==> src/rtl/sub_arbiter.sv <==
// Two-requester round-robin front end for a shared N-bit ripple add/subtract slice.
// A 2N-bit operation is done in two passes, low half then high half, and the result is held until it is taken.

module sub_arbiter_slice #(
    parameter int N = 32
) (
    input  logic [N-1:0] a,
    input  logic [N-1:0] b,
    input  logic         op,
    input  logic         cin,
    output logic [N-1:0] sum,
    output logic         cout,
    output logic         c_msb
);
    logic [N:0]   c;
    logic [N-1:0] bx;

    assign c[0] = cin;
    assign bx   = b ^ {N{op}};

    for (genvar i = 0; i < N; i++) begin : g_fa
        assign sum[i]  = a[i] ^ bx[i] ^ c[i];
        assign c[i+1]  = (a[i] & bx[i]) | (c[i] & (a[i] ^ bx[i]));
    end

    assign cout  = c[N];
    assign c_msb = c[N-1];
endmodule

module sub_arbiter #(
    parameter int N = 32
) (
    input  logic           clk,
    input  logic           rst_n,
    input  logic [1:0]     req_valid,
    output logic [1:0]     req_ready,
    input  logic [1:0]     req_op,
    input  logic [2*N-1:0] req_a0,
    input  logic [2*N-1:0] req_b0,
    input  logic [2*N-1:0] req_a1,
    input  logic [2*N-1:0] req_b1,
    output logic           resp_valid,
    input  logic           resp_ready,
    output logic           resp_id,
    output logic [2*N-1:0] resp_result,
    output logic           resp_cout,
    output logic           resp_ovf,
    output logic           resp_zero,
    output logic           busy
);
    typedef enum logic [1:0] {IDLE, LO, HI, DONE} state_t;

    state_t         state;
    logic           op_q;
    logic           id_q;
    logic           last_id;
    logic [2*N-1:0] a_q;
    logic [2*N-1:0] b_q;
    logic [N-1:0]   lo_q;
    logic           lo_c;

    logic           grant_id;
    logic [N-1:0]   sl_a;
    logic [N-1:0]   sl_b;
    logic           sl_cin;
    logic [N-1:0]   sl_sum;
    logic           sl_cout;
    logic           sl_cmsb;

    // On contention the requester not served last wins; otherwise the lone requester.
    assign grant_id = (req_valid == 2'b11) ? ~last_id : req_valid[1];

    assign sl_a   = (state == HI) ? a_q[2*N-1:N] : a_q[N-1:0];
    assign sl_b   = (state == HI) ? b_q[2*N-1:N] : b_q[N-1:0];
    assign sl_cin = (state == HI) ? lo_c : op_q;

    sub_arbiter_slice #(.N(N)) u_slice (
        .a     (sl_a),
        .b     (sl_b),
        .op    (op_q),
        .cin   (sl_cin),
        .sum   (sl_sum),
        .cout  (sl_cout),
        .c_msb (sl_cmsb)
    );

    assign busy = (state != IDLE);

    // req_ready is a registered pulse: it is high in the cycle after the accepting edge.
    always_ff @(posedge clk or negedge rst_n) begin
        if (!rst_n) begin
            state       <= IDLE;
            op_q        <= 1'b0;
            id_q        <= 1'b0;
            last_id     <= 1'b1;
            a_q         <= '0;
            b_q         <= '0;
            lo_q        <= '0;
            lo_c        <= 1'b0;
            req_ready   <= '0;
            resp_valid  <= 1'b0;
            resp_id     <= 1'b0;
            resp_result <= '0;
            resp_cout   <= 1'b0;
            resp_ovf    <= 1'b0;
            resp_zero   <= 1'b0;
        end else begin
            req_ready <= '0;
            case (state)
                IDLE: begin
                    if (|req_valid) begin
                        id_q                <= grant_id;
                        last_id             <= grant_id;
                        op_q                <= req_op[grant_id];
                        a_q                 <= grant_id ? req_a1 : req_a0;
                        b_q                 <= grant_id ? req_b1 : req_b0;
                        req_ready[grant_id] <= 1'b1;
                        state               <= LO;
                    end
                end
                LO: begin
                    lo_q  <= sl_sum;
                    lo_c  <= sl_cout;
                    state <= HI;
                end
                HI: begin
                    resp_result <= {sl_sum, lo_q};
                    resp_cout   <= sl_cout;
                    resp_ovf    <= sl_cout ^ sl_cmsb;
                    resp_zero   <= ~|{sl_sum, lo_q};
                    resp_id     <= id_q;
                    resp_valid  <= 1'b1;
                    state       <= DONE;
                end
                DONE: begin
                    if (resp_ready) begin
                        resp_valid <= 1'b0;
                        state      <= IDLE;
                    end
                end
                default: state <= IDLE;
            endcase
        end
    end
endmodule
==> config.mk <==
export PLATFORM = sky130hd
export DESIGN_NAME = sub_arbiter
export DESIGN_NICKNAME = d
export VERILOG_FILES = /design/src/rtl/sub_arbiter.sv
export SDC_FILE = /design/constraint.sdc
export NUM_CORES = 1
export LEC_CHECK = 0
export CAP_MARGIN = 20
export CORE_ASPECT_RATIO = 1.2
export CORE_MARGIN = 2
export CORE_UTILIZATION = 35
export DETAILED_ROUTE_END_ITERATION = 8
export PLACE_DENSITY = 0.7
export SYNTH_ARGS = -nofsm -noshare
export SYNTH_HDL_FRONTEND = slang
export SYNTH_SLANG_ARGS = --single-unit
==> constraint.sdc <==
create_clock -name clk -period 18.55 [get_ports clk]
set_input_delay 2.7825 -clock clk [delete_from_list [all_inputs] [get_ports clk]]
set_output_delay 2.7825 -clock clk [all_outputs]
set_load 0.03 [all_outputs]
# --- Word-level counts from Yosys, hierarchy flattened ---
# Index checks and enable logic that the tools add are counted.
totals:
  ff_bits: 237
  latch_bits: 0
  ramBits: 0
  rom_bits: 0
  in_bits: 263
  out_inout_bits: 72
  word_cells: 213
  memories: 0
classes:
  add_sub_neg: 0
  n_mul: 0
  n_div: 0
  n_lt_le_gt_ge: 2
  eq_ne: 6
  shifts: 0
  n_mux: 17
  bitwise_logic: 163
  n_reduce_logical: 10
ops:
  columns: ["cell", "n"]
  rows:
  - ["2-to-1 mux 64 bit", 2]
  - ["XOR 1 bit", 65]
  - ["bitwise AND 1 bit", 64]
  - ["2-to-1 mux 32 bit", 2]
  - ["OR reduction 64 bit", 1]
  - ["bitwise OR 1 bit", 32]
  - ["XOR 32 bit", 1]
  - ["2-to-1 mux 2 bit", 4]
  - ["case mux 2 bit (4 select lines)", 1]
  - ["== test 2 bit (second input constant)", 3]
  - ["2-to-1 mux 1 bit", 6]
  - ["AND reduction 2 bit", 3]
  - ["!= test 2 bit (second input constant)", 2]
  - ["nonzero test 2 bit", 2]
  - ["== test 2 x 1 -> 1 bit (second input constant)", 1]
  - ["zero test 2 bit", 1]
  - ["< comparator 1 x 2 -> 1 bit (second input constant)", 1]
  - ["case mux 1 bit (2 select lines)", 1]
  - ["OR reduction 2 bit", 1]
  - ["demux 1 bit (select 1 bit)", 1]
  - [">= comparator 1 bit (second input constant)", 1]
  - ["logical AND 1 bit", 1]
  - ["zero test 1 bit", 1]
  - ["inverter 1 bit", 1]

# --- Logic depth before layout (Yosys ltp) ---
# Gate-level depths: netlist of run 1.
depth:
  depth_word: 69
  mapped_depth: 44
  ltp_nobuf: 42

# --- Cells and area by module ---
# A second synthesis of run 1 with hierarchy kept.
unflattened:
  hier_cells: 1048
  area_unflattened_um2: 11795.1
modules_own_cells:
  columns: ["mod", "instances", "cells_each", "area_each_um2", "seq_area_each_um2"]
  rows:
  - ["sub_arbiter", 1, 914, 10550.1, 5931.9]
  - ["sub_arbiter_slice", 1, 134, 1244.9, 0.0]

# --- Least setup slack after synthesis of run 1 ---
# OpenSTA, ideal clock, no wires.
synth_timing:
  path_kind: "register to register"
  startpoint: "register state[0]"
  endpoint: "register resp_zero"
  setup_time_ns: 0.095
  arrival_time_ns: 16.353
  required_time_ns: 18.455
  slack_ns: 2.102
  stages_incl_launch_ff: 45
  n_path_buf: 3
  period_less_slack_ns: 16.448
  path_cell_list: "dfrtp_1 -> inv_1 -> ha_1 -> buf_2 -> buf_2 -> buf_2 -> mux2i_1 -> fa_1 -> fa_1 -> fa_1 -> fa_1 -> fa_1 -> fa_1 -> fa_1 -> fa_1 -> fa_1 -> fa_1 -> fa_1 -> [9 not listed] -> fa_1 -> fa_1 -> fa_1 -> fa_1 -> fa_1 -> fa_1 -> fa_1 -> fa_1 -> inv_1 -> fa_1 -> inv_1 -> fa_1 -> fa_1 -> fa_1 -> nand4_1 -> nor4_1 -> nand4_1 -> o32ai_2"
synth_via:
  elab_chain_cells: 69
  elab_cells_between_ends: 164
  cone_classes: "1 x eq/ne; 3 x mux; 158 x bitwise; 2 x reduce/logical"
synth_rtl:
  columns: ["item", "line_no", "text"]
  rows:
  - ["from (decl)", "53", "state_t state;"]
  - ["from (signal assigned)", "92", "state <= IDLE;"]
  - ["from (signal assigned)", "118", "state <= LO;"]
  - ["from (signal assigned)", "124", "state <= HI;"]
  - ["== test 2 bit (*)", null, null]
  - ["2-to-1 mux 32 bit", "74", "assign sl_b = (state == HI) ? b_q[2*N-1:N] : b_q[N-1:0];"]
  - ["XOR 32 bit", "19", "assign bx = b ^ {N{op}};"]
  - ["XOR 1 bit", "22, 23", null]
  - ["bitwise AND 1 bit", "23", "assign c[i+1] = (a[i] & bx[i]) | (c[i] & (a[i] ^ bx[i]));"]
  - ["bitwise OR 1 bit", "23", null]
  - ["bitwise AND 1 bit", "23", null]
  - ["bitwise OR 1 bit", "23", null]
  - ["[53 not listed]", null, null]
  - ["bitwise OR 1 bit", "23", null]
  - ["bitwise AND 1 bit", "23", null]
  - ["bitwise OR 1 bit", "23", null]
  - ["bitwise AND 1 bit", "23", null]
  - ["bitwise OR 1 bit", "23", null]
  - ["XOR 1 bit", "22", "assign sum[i] = a[i] ^ bx[i] ^ c[i];"]
  - ["OR reduction 64 bit", "130", "resp_zero <= ~|{sl_sum, lo_q};"]
  - ["zero test 1 bit", "130", null]
  - ["to (signal assigned)", "130", null]
  - ["to (decl)", "48", "output logic resp_zero,"]
# Mark *: on every way between the ends. The rest lies on a longest branch, timed or not.
# A chain may end at the register's enable or synchronous reset.

# --- Worst setup path in the final report of run 1 ---
# Same ends and word-level chain as after synthesis.

==> impl_metrics.prom, run 1 <==
# TYPE chip_impl_metric gauge
chip_impl_metric{name="postSynthRegisterBits",unit=""} 237
chip_impl_metric{name="cts_hold_repair.buffers",unit=""} 0
chip_impl_metric{name="crit_required",unit="ns"} 18.99
chip_impl_metric{name="finalMaxSlewViolations",unit=""} 0
chip_impl_metric{name="grt.overflow.total",unit=""} 0
chip_impl_metric{name="hold_viol_final",unit=""} 0
chip_impl_metric{name="worst_hold_slack",unit="ns"} 0.477
chip_impl_metric{name="critical_path.max_stage_delay",unit="ns"} 0.61
chip_impl_metric{name="drtAntennaViolNets",unit=""} 0
chip_impl_metric{name="static-leakage-power",unit="nW"} 7.24
chip_impl_metric{name="final-instance-count-excl-fill",unit=""} 1812
chip_impl_metric{name="pwr-share-seq",unit=""} 0.269
chip_impl_metric{name="wl_met2",unit="um"} 16000
chip_impl_metric{name="gp_congestion",unit=""} 0.780
chip_impl_info{name="synth_top_family_by_area",value="multiplexers"} 1
chip_impl_info{name="mostFrequentLayoutCell",value="sky130_fd_sc_hd__clkdlybuf4s50_1"} 1
chip_impl_metric{name="ys_warn_count",unit=""} 0
chip_impl_metric{name="numCtsBuffers",unit=""} 26
chip_impl_metric{name="power.combinational.fraction",unit=""} 0.576
chip_impl_metric{name="die-width",unit="um"} 172
chip_impl_metric{name="grt_first_pass_wirelength",unit="um"} 49200
chip_impl_metric{name="clkSinkCount",unit=""} 237
chip_impl_metric{name="drcViolationCount",unit=""} 0
chip_impl_info{name="rsz0062_at_grt",value="false"} 1
chip_impl_metric{name="clk_pin_slew_worst_paths",unit="ns"} 0.07
chip_impl_info{name="tritoncts",value="yes"} 1
chip_impl_metric{name="post_synth_inst_count",unit=""} 1035
chip_impl_metric{name="avgViaCountPerCell",unit=""} 4.68
chip_impl_info{name="ctsRootBufferMaster",value="sky130_fd_sc_hd__clkbuf_16"} 1
chip_impl_metric{name="data_arrival_critical_path",unit="ns"} 17.67
chip_impl_metric{name="worst_slew_pin_slew",unit="ns"} 1.09
chip_impl_metric{name="top_level_ports",unit=""} 335
chip_impl_metric{name="initialDrtViolationCount",unit=""} 540
chip_impl_metric{name="grt_start_max_net_pins",unit=""} 110
chip_impl_metric{name="met3RoutedLength",unit="um"} 1520
chip_impl_metric{name="synthSimpleGateAreaFrac",unit=""} 0.0570
chip_impl_metric{name="post-dp-hpwl",unit="um"} 25200
chip_impl_metric{name="final.setup.tns",unit="ns"} 0
chip_impl_metric{name="postCtsResizedCells",unit=""} 0
chip_impl_metric{name="first_global_vias",unit=""} 8770
chip_impl_metric{name="number_of_levels_in_the_clock_h_tree",unit=""} 1
chip_impl_metric{name="detailroute.via_count",unit=""} 8483
chip_impl_metric{name="max_cap_violations",unit=""} 0
chip_impl_metric{name="power_report.internal_total",unit="W"} 0.00200
chip_impl_info{name="start_kind",value="flop"} 1
chip_impl_metric{name="area_delta_synth_final",unit="%"} 39.1
chip_impl_metric{name="wl_per_cell",unit="um"} 17.9
chip_impl_metric{name="final-setup-viol-count",unit=""} 0
chip_impl_metric{name="synth_seq_area_share",unit=""} 0.500
chip_impl_metric{name="met1Wirelength",unit="um"} 14300
chip_impl_info{name="timing.critical_path.mode_cell",value="sky130_fd_sc_hd__fa_1"} 1
chip_impl_info{name="end_kind",value="flop"} 1
chip_impl_metric{name="yosys.area_share.adder",unit=""} 0.0582
chip_impl_metric{name="synth_fp_nets",unit=""} 1334
chip_impl_metric{name="power.switching_fraction",unit=""} 0.440
chip_impl_metric{name="final_nets",unit=""} 1642
chip_impl_metric{name="ys_types",unit=""} 33
chip_impl_metric{name="placement.io_buffers",unit=""} 334
chip_impl_metric{name="muxShareOfSynthArea",unit=""} 0.249
chip_impl_info{name="outcome",value="completed"} 1
chip_impl_metric{name="netlist_area_pre_place",unit="um2"} 11900
chip_impl_metric{name="grt_antenna_before_repair",unit=""} 1
chip_impl_metric{name="routed_wirelength",unit="um"} 32500
chip_impl_metric{name="worst_ir_drop_vdd",unit="uV"} 131
chip_impl_metric{name="count_of_standard_cell_rows",unit=""} 73
chip_impl_metric{name="slew_headroom",unit=""} 0.272
chip_impl_metric{name="design.die.area",unit="um2"} 35400
chip_impl_metric{name="chipHeight",unit="um"} 206
chip_impl_info{name="most-common-layout-cells",value="333 x sky130_fd_sc_hd__clkdlybuf4s50_1, 255 x sky130_fd_sc_hd__mux2i_1, 235 x sky130_fd_sc_hd__dfrtp_1, 130 x sky130_fd_sc_hd__nand2_1, 115 x sky130_fd_sc_hd__o21ai_0"} 1
chip_impl_metric{name="clock-skew-final",unit="ns"} 0.0180
chip_impl_metric{name="dpl.cell_count",unit=""} 1765
chip_impl_metric{name="power_switching",unit="W"} 0.00158
chip_impl_metric{name="post_route_cells_drive_above_1_share",unit=""} 0.0742
chip_impl_metric{name="highest_fanout_seen_on_the_critical_path",unit=""} 39
chip_impl_metric{name="filler_cell_count",unit=""} 3039
chip_impl_metric{name="synth_xor_xnor_area_share",unit=""} 0.0243
chip_impl_metric{name="cts-root-to-sink-buffers",unit=""} 3
chip_impl_metric{name="power.density",unit="nW/um2"} 217
chip_impl_metric{name="fmaxAchievable",unit="MHz"} 58.0
chip_impl_info{name="min_path_type",value="reg2reg"} 1
chip_impl_metric{name="grt_util_all_layers",unit=""} 0.182
chip_impl_metric{name="drt_pass_1_iters",unit=""} 7
chip_impl_metric{name="synth-compound-area-share",unit=""} 0.0619
chip_impl_info{name="crit_path_top_delay_cell",value="sky130_fd_sc_hd__fa_1"} 1
chip_impl_metric{name="fin_crit",unit="ns"} 17.23
chip_impl_metric{name="post_cts.repair.setup_buffers",unit=""} 0
chip_impl_metric{name="synth_area_per_inst",unit="um2"} 11.5
chip_impl_info{name="route.top_layer_used",value="met4"} 1
chip_impl_metric{name="final_min_period_over_clock_period",unit=""} 0.929
chip_impl_info{name="critical_path_class",value="reg2reg"} 1
chip_impl_metric{name="floorplan.initialDensity",unit=""} 0.357
chip_impl_metric{name="power.clock.fraction",unit=""} 0.155
chip_impl_metric{name="core_ar",unit="um2"} 33200
chip_impl_metric{name="insertion_delay",unit="ns"} 0.53
layer usage:
metal / track usage / vias to the layer above
met2: 0.309 / 238
met4: 0.0465 / 0
met5: 0 / -
met1: 0.247 / 4085
li1: - / 4121
met3: 0.0233 / 39
power by group through the flow:
stage	sequential (W)	combinational, W	clock (W)
6_report	0.000960	0.00206	0.000556
4_1_cts	0.000962	0.00209	0.000567
2_1_floorplan	0.00106	0.00117	0
3_3_place_gp	0.000958	0.00204	0
3_5_place_dp	0.000970	0.00209	0
5_1_grt	0.000995	0.00224	0.000591
kinds of logic after synthesis:
| group | Yosys count |
|---|---|
| adders and majority gates | 36 |
| muxes | 291 |
| xor gates and xnor gates | 33 |
| AOI/OAI and AO/OA | 141 |
| DFF | 237 |
| buffers and inverters | 136 |
| and+or+nand+nor | 161 |
cell type report:
| cell class | instances | area, um2 | share of cell area |
|---|---|---|---|
| Antenna cell | 1 | 2.50 | 0.000152 |
| Clock buffer | 35 | 766 | 0.0464 |
| Sequential cell | 237 | 5930 | 0.359 |
| Multi-Input combinational cell | 662 | 5380 | 0.326 |
| Timing Repair Buffer | 346 | 3440 | 0.208 |
| Inverter | 70 | 263 | 0.0159 |
| Tap cell | 450 | 563 | 0.0341 |
| Clock inverter | 11 | 166 | 0.0101 |
stage by stage:
stage / power, W / util / worst slack, ns / cell area [um2]
global placement: 0.00300 / 0.469 / 1.50 / 15600
CTS: 0.00362 / 0.497 / 1.10 / 16500
finish: 0.00358 / 0.497 / 1.32 / 16500
floorplan: 0.00224 / - / 2.10 / 11900
global route: 0.00383 / 0.497 / 0.489 / 16500
detailed placement: 0.00306 / 0.469 / 1.23 / 15600
state kept, by name, indices dropped and copies added (netlist names), 2 cells and up:
register,cells
a_q,64
b_q,64
resp_result,64
lo_q,32
req_ready,2
state,2
synthesized netlist by cell type, drive strengths merged:
| cell type | instances | area, um2 |
|---|---|---|
| nor2b | 1 | 6.26 |
| nor3 | 1 | 5.00 |
| a21o | 2 | 15.0 |
| nor3b | 1 | 7.51 |
| nor2 | 7 | 26.3 |
| mux2i | 255 | 2550 |
| nand4 | 9 | 56.3 |
| a21boi | 1 | 7.51 |
| nand2 | 130 | 488 |
| nor4 | 7 | 50.1 |
| fa | 32 | 641 |
| o22ai | 1 | 6.26 |
| mux2 | 36 | 405 |
| ha | 4 | 50.1 |
| xnor2 | 2 | 17.5 |
| buf | 48 | 263 |
| dfrtp | 236 | 5910 |
| dfstp | 1 | 26.3 |
| and2 | 1 | 6.26 |
| o32ai | 1 | 16.3 |
| o32a | 1 | 10.0 |
| nand4b | 2 | 17.5 |
| inv | 70 | 263 |
| nand2b | 1 | 6.26 |
| xor2 | 31 | 272 |
| a21oi | 4 | 20.0 |
| clkbuf | 18 | 67.6 |
| or4 | 1 | 7.51 |
| o21ai | 131 | 659 |
worst max-delay path, delay by kind of cell (launching register included):
family	cells	cell delay [ns]
adders and majority gates	33	14.91
buffers and inverters	4	0.79
and+or+nand+nor	3	0.58
DFF	1	0.42
AOI/OAI and AO/OA	1	0.22
muxes	1	0.20
worst paths after layout:
check / cells past startpoint / endpoint / start / slack, ns
min: 2 / b_q[47] / b_q[47] / 0.48
max: 42 / resp_zero / state[0] / 1.32
max in group asynchronous: 3 / b_q[44] / rst_n / 14.08
max reg2reg: 42 / resp_zero / state[0] / 1.32
min reg2reg: 2 / b_q[47] / b_q[47] / 0.48
min in group asynchronous: 1 / resp_result[12] / rst_n / 2.29
Note: power is estimated with default switching activity, not from simulation.
==> run 2: changes to the inputs <==
Settings changed: GPL_TIMING_DRIVEN set to 0.
==> impl_metrics.prom, run 2 (synthesis results as in run 1) <==
# TYPE chip_impl_metric gauge
chip_impl_info{name="outcome",value="completed"} 1
chip_impl_info{name="most-common-layout-cells",value="333 x sky130_fd_sc_hd__clkdlybuf4s50_1, 255 x sky130_fd_sc_hd__mux2i_1, 236 x sky130_fd_sc_hd__dfrtp_1, 130 x sky130_fd_sc_hd__nand2_1, 115 x sky130_fd_sc_hd__o21ai_0"} 1
chip_impl_info{name="critical_path_class",value="reg2reg"} 1
chip_impl_info{name="cpLargestDelayFamily",value="adder cells"} 1
chip_impl_metric{name="gp_congestion",unit=""} 0.841
chip_impl_metric{name="final_nets",unit=""} 1697
chip_impl_metric{name="drtAntennaViolNets",unit=""} 0
chip_impl_info{name="start_kind",value="flop"} 1
chip_impl_metric{name="static-leakage-power",unit="nW"} 7.35
chip_impl_metric{name="clkSinkCount",unit=""} 237
chip_impl_metric{name="drt_pass_1_iters",unit=""} 4
chip_impl_metric{name="core_ar",unit="um2"} 33200
chip_impl_info{name="timing.critical_path.mode_cell",value="sky130_fd_sc_hd__fa_1"} 1
chip_impl_metric{name="power.density",unit="nW/um2"} 216
chip_impl_info{name="rsz0062_at_grt",value="false"} 1
chip_impl_metric{name="placement.io_buffers",unit=""} 334
chip_impl_metric{name="worst_slew_pin_slew",unit="ns"} 0.681
chip_impl_metric{name="fmaxAchievable",unit="MHz"} 56.6
chip_impl_metric{name="initialDrtViolationCount",unit=""} 487
chip_impl_metric{name="grt_start_max_net_pins",unit=""} 87
chip_impl_metric{name="drcViolationCount",unit=""} 0
chip_impl_metric{name="grt_util_all_layers",unit=""} 0.210
chip_impl_metric{name="insertion_delay",unit="ns"} 0.52
chip_impl_metric{name="max_cap_violations",unit=""} 0
chip_impl_metric{name="top_level_ports",unit=""} 335
chip_impl_metric{name="data_arrival_critical_path",unit="ns"} 18.10
chip_impl_metric{name="antenna_cells",unit=""} 0
chip_impl_info{name="mostFrequentLayoutCell",value="sky130_fd_sc_hd__clkdlybuf4s50_1"} 1
chip_impl_metric{name="hold_viol_final",unit=""} 0
chip_impl_metric{name="clock-skew-final",unit="ns"} 0.0203
chip_impl_metric{name="post_route_cells_drive_above_1_share",unit=""} 0.0893
chip_impl_metric{name="final-setup-viol-count",unit=""} 0
chip_impl_info{name="end_kind",value="flop"} 1
chip_impl_metric{name="highest_fanout_seen_on_the_critical_path",unit=""} 10
chip_impl_metric{name="numCtsBuffers",unit=""} 25
chip_impl_info{name="tritoncts",value="yes"} 1
chip_impl_metric{name="wl_per_cell",unit="um"} 19.9
chip_impl_metric{name="area_delta_synth_final",unit="%"} 39.9
chip_impl_metric{name="grt_antenna_before_repair",unit=""} 0
chip_impl_info{name="min_path_type",value="reg2reg"} 1
chip_impl_metric{name="avgViaCountPerCell",unit=""} 4.74
chip_impl_metric{name="final-seq-area",unit="um2"} 5930
chip_impl_metric{name="filler_cell_count",unit=""} 3099
chip_impl_metric{name="routed_wirelength",unit="um"} 37100
chip_impl_metric{name="cts_hold_repair.buffers",unit=""} 0
chip_impl_info{name="crit_path_top_delay_cell",value="sky130_fd_sc_hd__fa_1"} 1
chip_impl_metric{name="slew_headroom",unit=""} 0.546
chip_impl_metric{name="final_min_period_over_clock_period",unit=""} 0.953
chip_impl_metric{name="first_global_vias",unit=""} 9517
chip_impl_metric{name="cts-root-to-sink-buffers",unit=""} 3
chip_impl_metric{name="number_of_levels_in_the_clock_h_tree",unit=""} 1
chip_impl_metric{name="postCtsResizedCells",unit=""} 0
chip_impl_metric{name="final.setup.tns",unit="ns"} 0
chip_impl_metric{name="critical_path.n_buffers_inverters",unit=""} 5
chip_impl_metric{name="crit_required",unit="ns"} 18.97
chip_impl_metric{name="post-dp-hpwl",unit="um"} 29800
chip_impl_metric{name="total_power_after_layout",unit="W"} 0.00359
chip_impl_metric{name="chipHeight",unit="um"} 206
chip_impl_info{name="reg.largest.list",value="a_q x64, b_q x64, resp_result x64"} 1
chip_impl_metric{name="grt_first_pass_wirelength",unit="um"} 55500
chip_impl_metric{name="critical_path.max_stage_delay",unit="ns"} 0.63
chip_impl_metric{name="multi_input_comb_area",unit="um2"} 5350
chip_impl_metric{name="grt.overflow.total",unit=""} 0
chip_impl_metric{name="floorplan.initialDensity",unit=""} 0.357
chip_impl_metric{name="die-width",unit="um"} 172
chip_impl_metric{name="finalMaxSlewViolations",unit=""} 0
chip_impl_metric{name="post_cts.repair.setup_buffers",unit=""} 0
chip_impl_metric{name="worst_ir_drop_vdd",unit="uV"} 113
chip_impl_metric{name="detailroute.via_count",unit=""} 8817
chip_impl_metric{name="clk_pin_slew_worst_paths",unit="ns"} 0.07
chip_impl_metric{name="count_of_standard_cell_rows",unit=""} 73
chip_impl_metric{name="fin_crit",unit="ns"} 17.67
chip_impl_info{name="ctsRootBufferMaster",value="sky130_fd_sc_hd__clkbuf_16"} 1
chip_impl_metric{name="design.die.area",unit="um2"} 35400
[run 2: path summary, 6_finish.rpt]
| check | slack, ns | start | end | cells past startpoint |
|---|---|---|---|---|
| worst max-delay path | 0.88 | state[0] | resp_zero | 44 |
| worst min-delay path | 0.48 | b_q[45] | b_q[45] | 2 |
| worst max register to register | 0.88 | state[0] | resp_zero | 44 |
| worst min register to register | 0.48 | b_q[45] | b_q[45] | 2 |
| max in group asynchronous | 15.44 | rst_n | last_id | 2 |
| min in group asynchronous | 2.19 | rst_n | resp_result[12] | 1 |
[run 2: power by group]
| part | internal, W | switching, W | total (W) |
|---|---|---|---|
| logic | 0.000882 | 0.00127 | 0.00216 |
| clock network | 0.000285 | 0.000204 | 0.000489 |
| registers | 0.000794 | 0.000155 | 0.000950 |
[run 2: stage by stage]
step / cell area, um2 / instances / utilization / hold slack (ns) / setup WS (ns)
2_1_floorplan: 11900 / 1035 / - / 0.444 / 2.10
3_3_place_gp: 15800 / 1819 / 0.475 / 0.460 / 0.949
3_5_place_dp: 15800 / 1821 / 0.476 / 0.469 / 0.837
4_1_cts: 16600 / 1861 / 0.500 / 0.481 / 0.774
5_1_grt: 16600 / 1861 / 0.500 / 0.493 / 0.223
6_report: 16600 / 1861 / 0.500 / 0.477 / 0.875
[run 2: layer usage]
metal,up-vias,global-route usage,part of all wire
met5,-,0,0
met4,0,0.0489,0.019
met3,42,0.0346,0.048
met2,255,0.378,0.52
met1,4289,0.263,0.42
li1,4231,-,-
[run 2: cell type report]
class                   instances  area share
well taps                     450      0.0339
clock buffers                  33      0.0413
inverters                      70      0.0158
clock inverters                 7     0.00542
repair buffers                336       0.205
multi-input cells             662       0.322
plain buffers                  66      0.0199
flip-flops and latches        237       0.357
[run 2: worst min-delay path: stages (launching register included)]
cell and delay (ns):
sky130_fd_sc_hd__dfrtp_1 0.34, sky130_fd_sc_hd__nand2_1 0.05, sky130_fd_sc_hd__o21ai_0 0.06
==> run 3: changes to the inputs <==
Settings changed: CORE_MARGIN 2 to 3.
==> impl_metrics.prom, run 3 (synthesis results as in run 1) <==
# TYPE chip_impl_metric gauge
chip_impl_info{name="outcome",value="completed"} 1
chip_impl_metric{name="clock-skew-final",unit="ns"} 0.0189
chip_impl_metric{name="post_cts.repair.setup_buffers",unit=""} 0
chip_impl_metric{name="final.setup.tns",unit="ns"} 0
chip_impl_metric{name="dpl.cell_count",unit=""} 1820
chip_impl_metric{name="grt_antenna_before_repair",unit=""} 0
chip_impl_metric{name="fmaxAchievable",unit="MHz"} 56.5
chip_impl_metric{name="first_global_vias",unit=""} 10000
chip_impl_metric{name="clkSinkCount",unit=""} 237
chip_impl_metric{name="placement.io_buffers",unit=""} 334
chip_impl_info{name="rsz0062_at_grt",value="false"} 1
chip_impl_metric{name="gp_congestion",unit=""} 0.850
chip_impl_metric{name="data_arrival_critical_path",unit="ns"} 18.11
chip_impl_metric{name="routed_wirelength",unit="um"} 37100
chip_impl_info{name="mostFrequentLayoutCell",value="sky130_fd_sc_hd__clkdlybuf4s50_1"} 1
chip_impl_metric{name="cts_hold_repair.buffers",unit=""} 0
chip_impl_metric{name="initialDrtViolationCount",unit=""} 383
chip_impl_metric{name="pwr-share-seq",unit=""} 0.262
chip_impl_info{name="critical_path_class",value="reg2reg"} 1
chip_impl_metric{name="max_cap_violations",unit=""} 0
chip_impl_metric{name="final_min_period_over_clock_period",unit=""} 0.954
chip_impl_metric{name="drtAntennaViolNets",unit=""} 0
chip_impl_metric{name="final_nets",unit=""} 1696
chip_impl_metric{name="highest_fanout_seen_on_the_critical_path",unit=""} 10
chip_impl_metric{name="die-width",unit="um"} 174
chip_impl_metric{name="final-setup-viol-count",unit=""} 0
chip_impl_metric{name="static-leakage-power",unit="nW"} 7.36
chip_impl_metric{name="postCtsResizedCells",unit=""} 0
chip_impl_metric{name="grt.overflow.total",unit=""} 0
chip_impl_metric{name="drcViolationCount",unit=""} 0
chip_impl_metric{name="post-dp-hpwl",unit="um"} 30000
chip_impl_metric{name="insertion_delay",unit="ns"} 0.52
chip_impl_info{name="crit_path_top_delay_cell",value="sky130_fd_sc_hd__fa_1"} 1
chip_impl_metric{name="drt_pass_1_iters",unit=""} 4
chip_impl_metric{name="power.density",unit="nW/um2"} 218
chip_impl_metric{name="count_of_standard_cell_rows",unit=""} 73
chip_impl_info{name="ctsRootBufferMaster",value="sky130_fd_sc_hd__clkbuf_16"} 1
chip_impl_metric{name="power.clock.fraction",unit=""} 0.137
chip_impl_metric{name="slew_headroom",unit=""} 0.391
chip_impl_info{name="min_path_type",value="reg2reg"} 1
chip_impl_metric{name="wl_per_cell",unit="um"} 19.9
chip_impl_metric{name="top_level_ports",unit=""} 335
chip_impl_metric{name="cts-root-to-sink-buffers",unit=""} 3
chip_impl_metric{name="hold_viol_final",unit=""} 0
chip_impl_info{name="most-common-layout-cells",value="333 x sky130_fd_sc_hd__clkdlybuf4s50_1, 255 x sky130_fd_sc_hd__mux2i_1, 236 x sky130_fd_sc_hd__dfrtp_1, 130 x sky130_fd_sc_hd__nand2_1, 115 x sky130_fd_sc_hd__o21ai_0"} 1
chip_impl_metric{name="core_ar",unit="um2"} 33300
chip_impl_metric{name="chipHeight",unit="um"} 208
chip_impl_metric{name="detailroute.via_count",unit=""} 8957
chip_impl_metric{name="number_of_levels_in_the_clock_h_tree",unit=""} 1
chip_impl_info{name="tritoncts",value="yes"} 1
chip_impl_metric{name="filler_cell_count",unit=""} 3034
chip_impl_info{name="end_kind",value="flop"} 1
chip_impl_metric{name="design.die.area",unit="um2"} 36200
chip_impl_metric{name="area_delta_synth_final",unit="%"} 40.0
chip_impl_metric{name="antenna_cells",unit=""} 0
chip_impl_metric{name="critical_path.max_stage_delay",unit="ns"} 0.61
chip_impl_metric{name="grt_first_pass_wirelength",unit="um"} 56800
chip_impl_metric{name="floorplan.initialDensity",unit=""} 0.356
chip_impl_info{name="start_kind",value="flop"} 1
chip_impl_metric{name="fin_crit",unit="ns"} 17.70
chip_impl_metric{name="grt_util_all_layers",unit=""} 0.202
chip_impl_info{name="reg.largest.list",value="a_q x64, b_q x64, resp_result x64"} 1
chip_impl_info{name="timing.critical_path.mode_cell",value="sky130_fd_sc_hd__fa_1"} 1
chip_impl_metric{name="post_route_cells_drive_above_1_share",unit=""} 0.0912
chip_impl_metric{name="crit_required",unit="ns"} 18.97
chip_impl_metric{name="power.switching_fraction",unit=""} 0.456
chip_impl_metric{name="clk_pin_slew_worst_paths",unit="ns"} 0.06
chip_impl_metric{name="grt_start_max_net_pins",unit=""} 124
chip_impl_metric{name="finalMaxSlewViolations",unit=""} 0
chip_impl_metric{name="worst_slew_pin_slew",unit="ns"} 0.913
chip_impl_metric{name="worst_ir_drop_vdd",unit="uV"} 114
chip_impl_metric{name="avgViaCountPerCell",unit=""} 4.81
chip_impl_metric{name="numCtsBuffers",unit=""} 25
chip_impl_metric{name="final-instance-count-excl-fill",unit=""} 1864
chip_impl_metric{name="power.combinational.fraction",unit=""} 0.601
chip_impl_metric{name="power_switching",unit="W"} 0.00165
chip_impl_metric{name="power_report.internal_total",unit="W"} 0.00197
## run 3: routing by layer
metal / part of all wire / vias up / global-route usage / wire length [um]
li1: - / 4223 / - / -
met1: 0.41 / 4417 / 0.249 / 15200
met2: 0.52 / 263 / 0.369 / 19200
met3: 0.047 / 54 / 0.0300 / 1730
met4: 0.026 / 0 / 0.0513 / 973
met5: 0 / - / 0 / 0
## run 3: worst paths after layout
check	start	end	slack [ns]	cells after the start
min in group asynchronous	rst_n	resp_result[12]	2.29	1
worst max register to register	state[0]	resp_zero	0.85	44
worst max-delay path	state[0]	resp_zero	0.85	44
max in group asynchronous	rst_n	b_q[60]	15.14	2
worst min-delay path	a_q[15]	a_q[15]	0.47	2
worst min register to register	a_q[15]	a_q[15]	0.47	2
## run 3: worst max-delay path, delay by kind of cell, from the launching register on
kind	cells	cell delay, ns
AO/OA/AOI/OAI	1	0.22
XOR/XNOR	1	0.18
adder cells (fa/ha/maj)	33	15.03
buffers and inverters	5	0.91
flip-flops	1	0.42
multiplexers	1	0.28
AND/OR/NAND/NOR	3	0.55
## run 3: area by class of cell
cell class                      instances  area [um2]  area share
Multi-Input combinational cell        662        5350       0.322
Clock inverter                          7        68.8     0.00414
Tap cell                              450         563      0.0339
Sequential cell                       237        5930       0.357
Clock buffer                           37         741      0.0446
Inverter                               70         263      0.0158
Timing Repair Buffer                  335        3380       0.203
Buffer                                 66         330      0.0199
## run 3: through the flow
step	total power, W	area (um2)	utilization	hold WS (ns)	setup slack, ns
6_report	0.00362	16600	0.499	0.475	0.853
3_3_place_gp	0.00310	15800	0.473	0.460	0.931
4_1_cts	0.00366	16600	0.499	0.481	0.758
5_1_grt	0.00387	16600	0.499	0.505	0.191
2_1_floorplan	0.00224	11900	-	0.444	2.10
3_5_place_dp	0.00316	15800	0.474	0.469	0.805
## run 3: power groups by stage
stage	combinational (W)	sequential, W	clock [W]
finish	0.00217	0.000948	0.000496
global route	0.00237	0.000981	0.000524
CTS	0.00221	0.000949	0.000504
detailed placement	0.00220	0.000956	0
global placement	0.00215	0.000949	0
floorplan	0.00117	0.00106	0
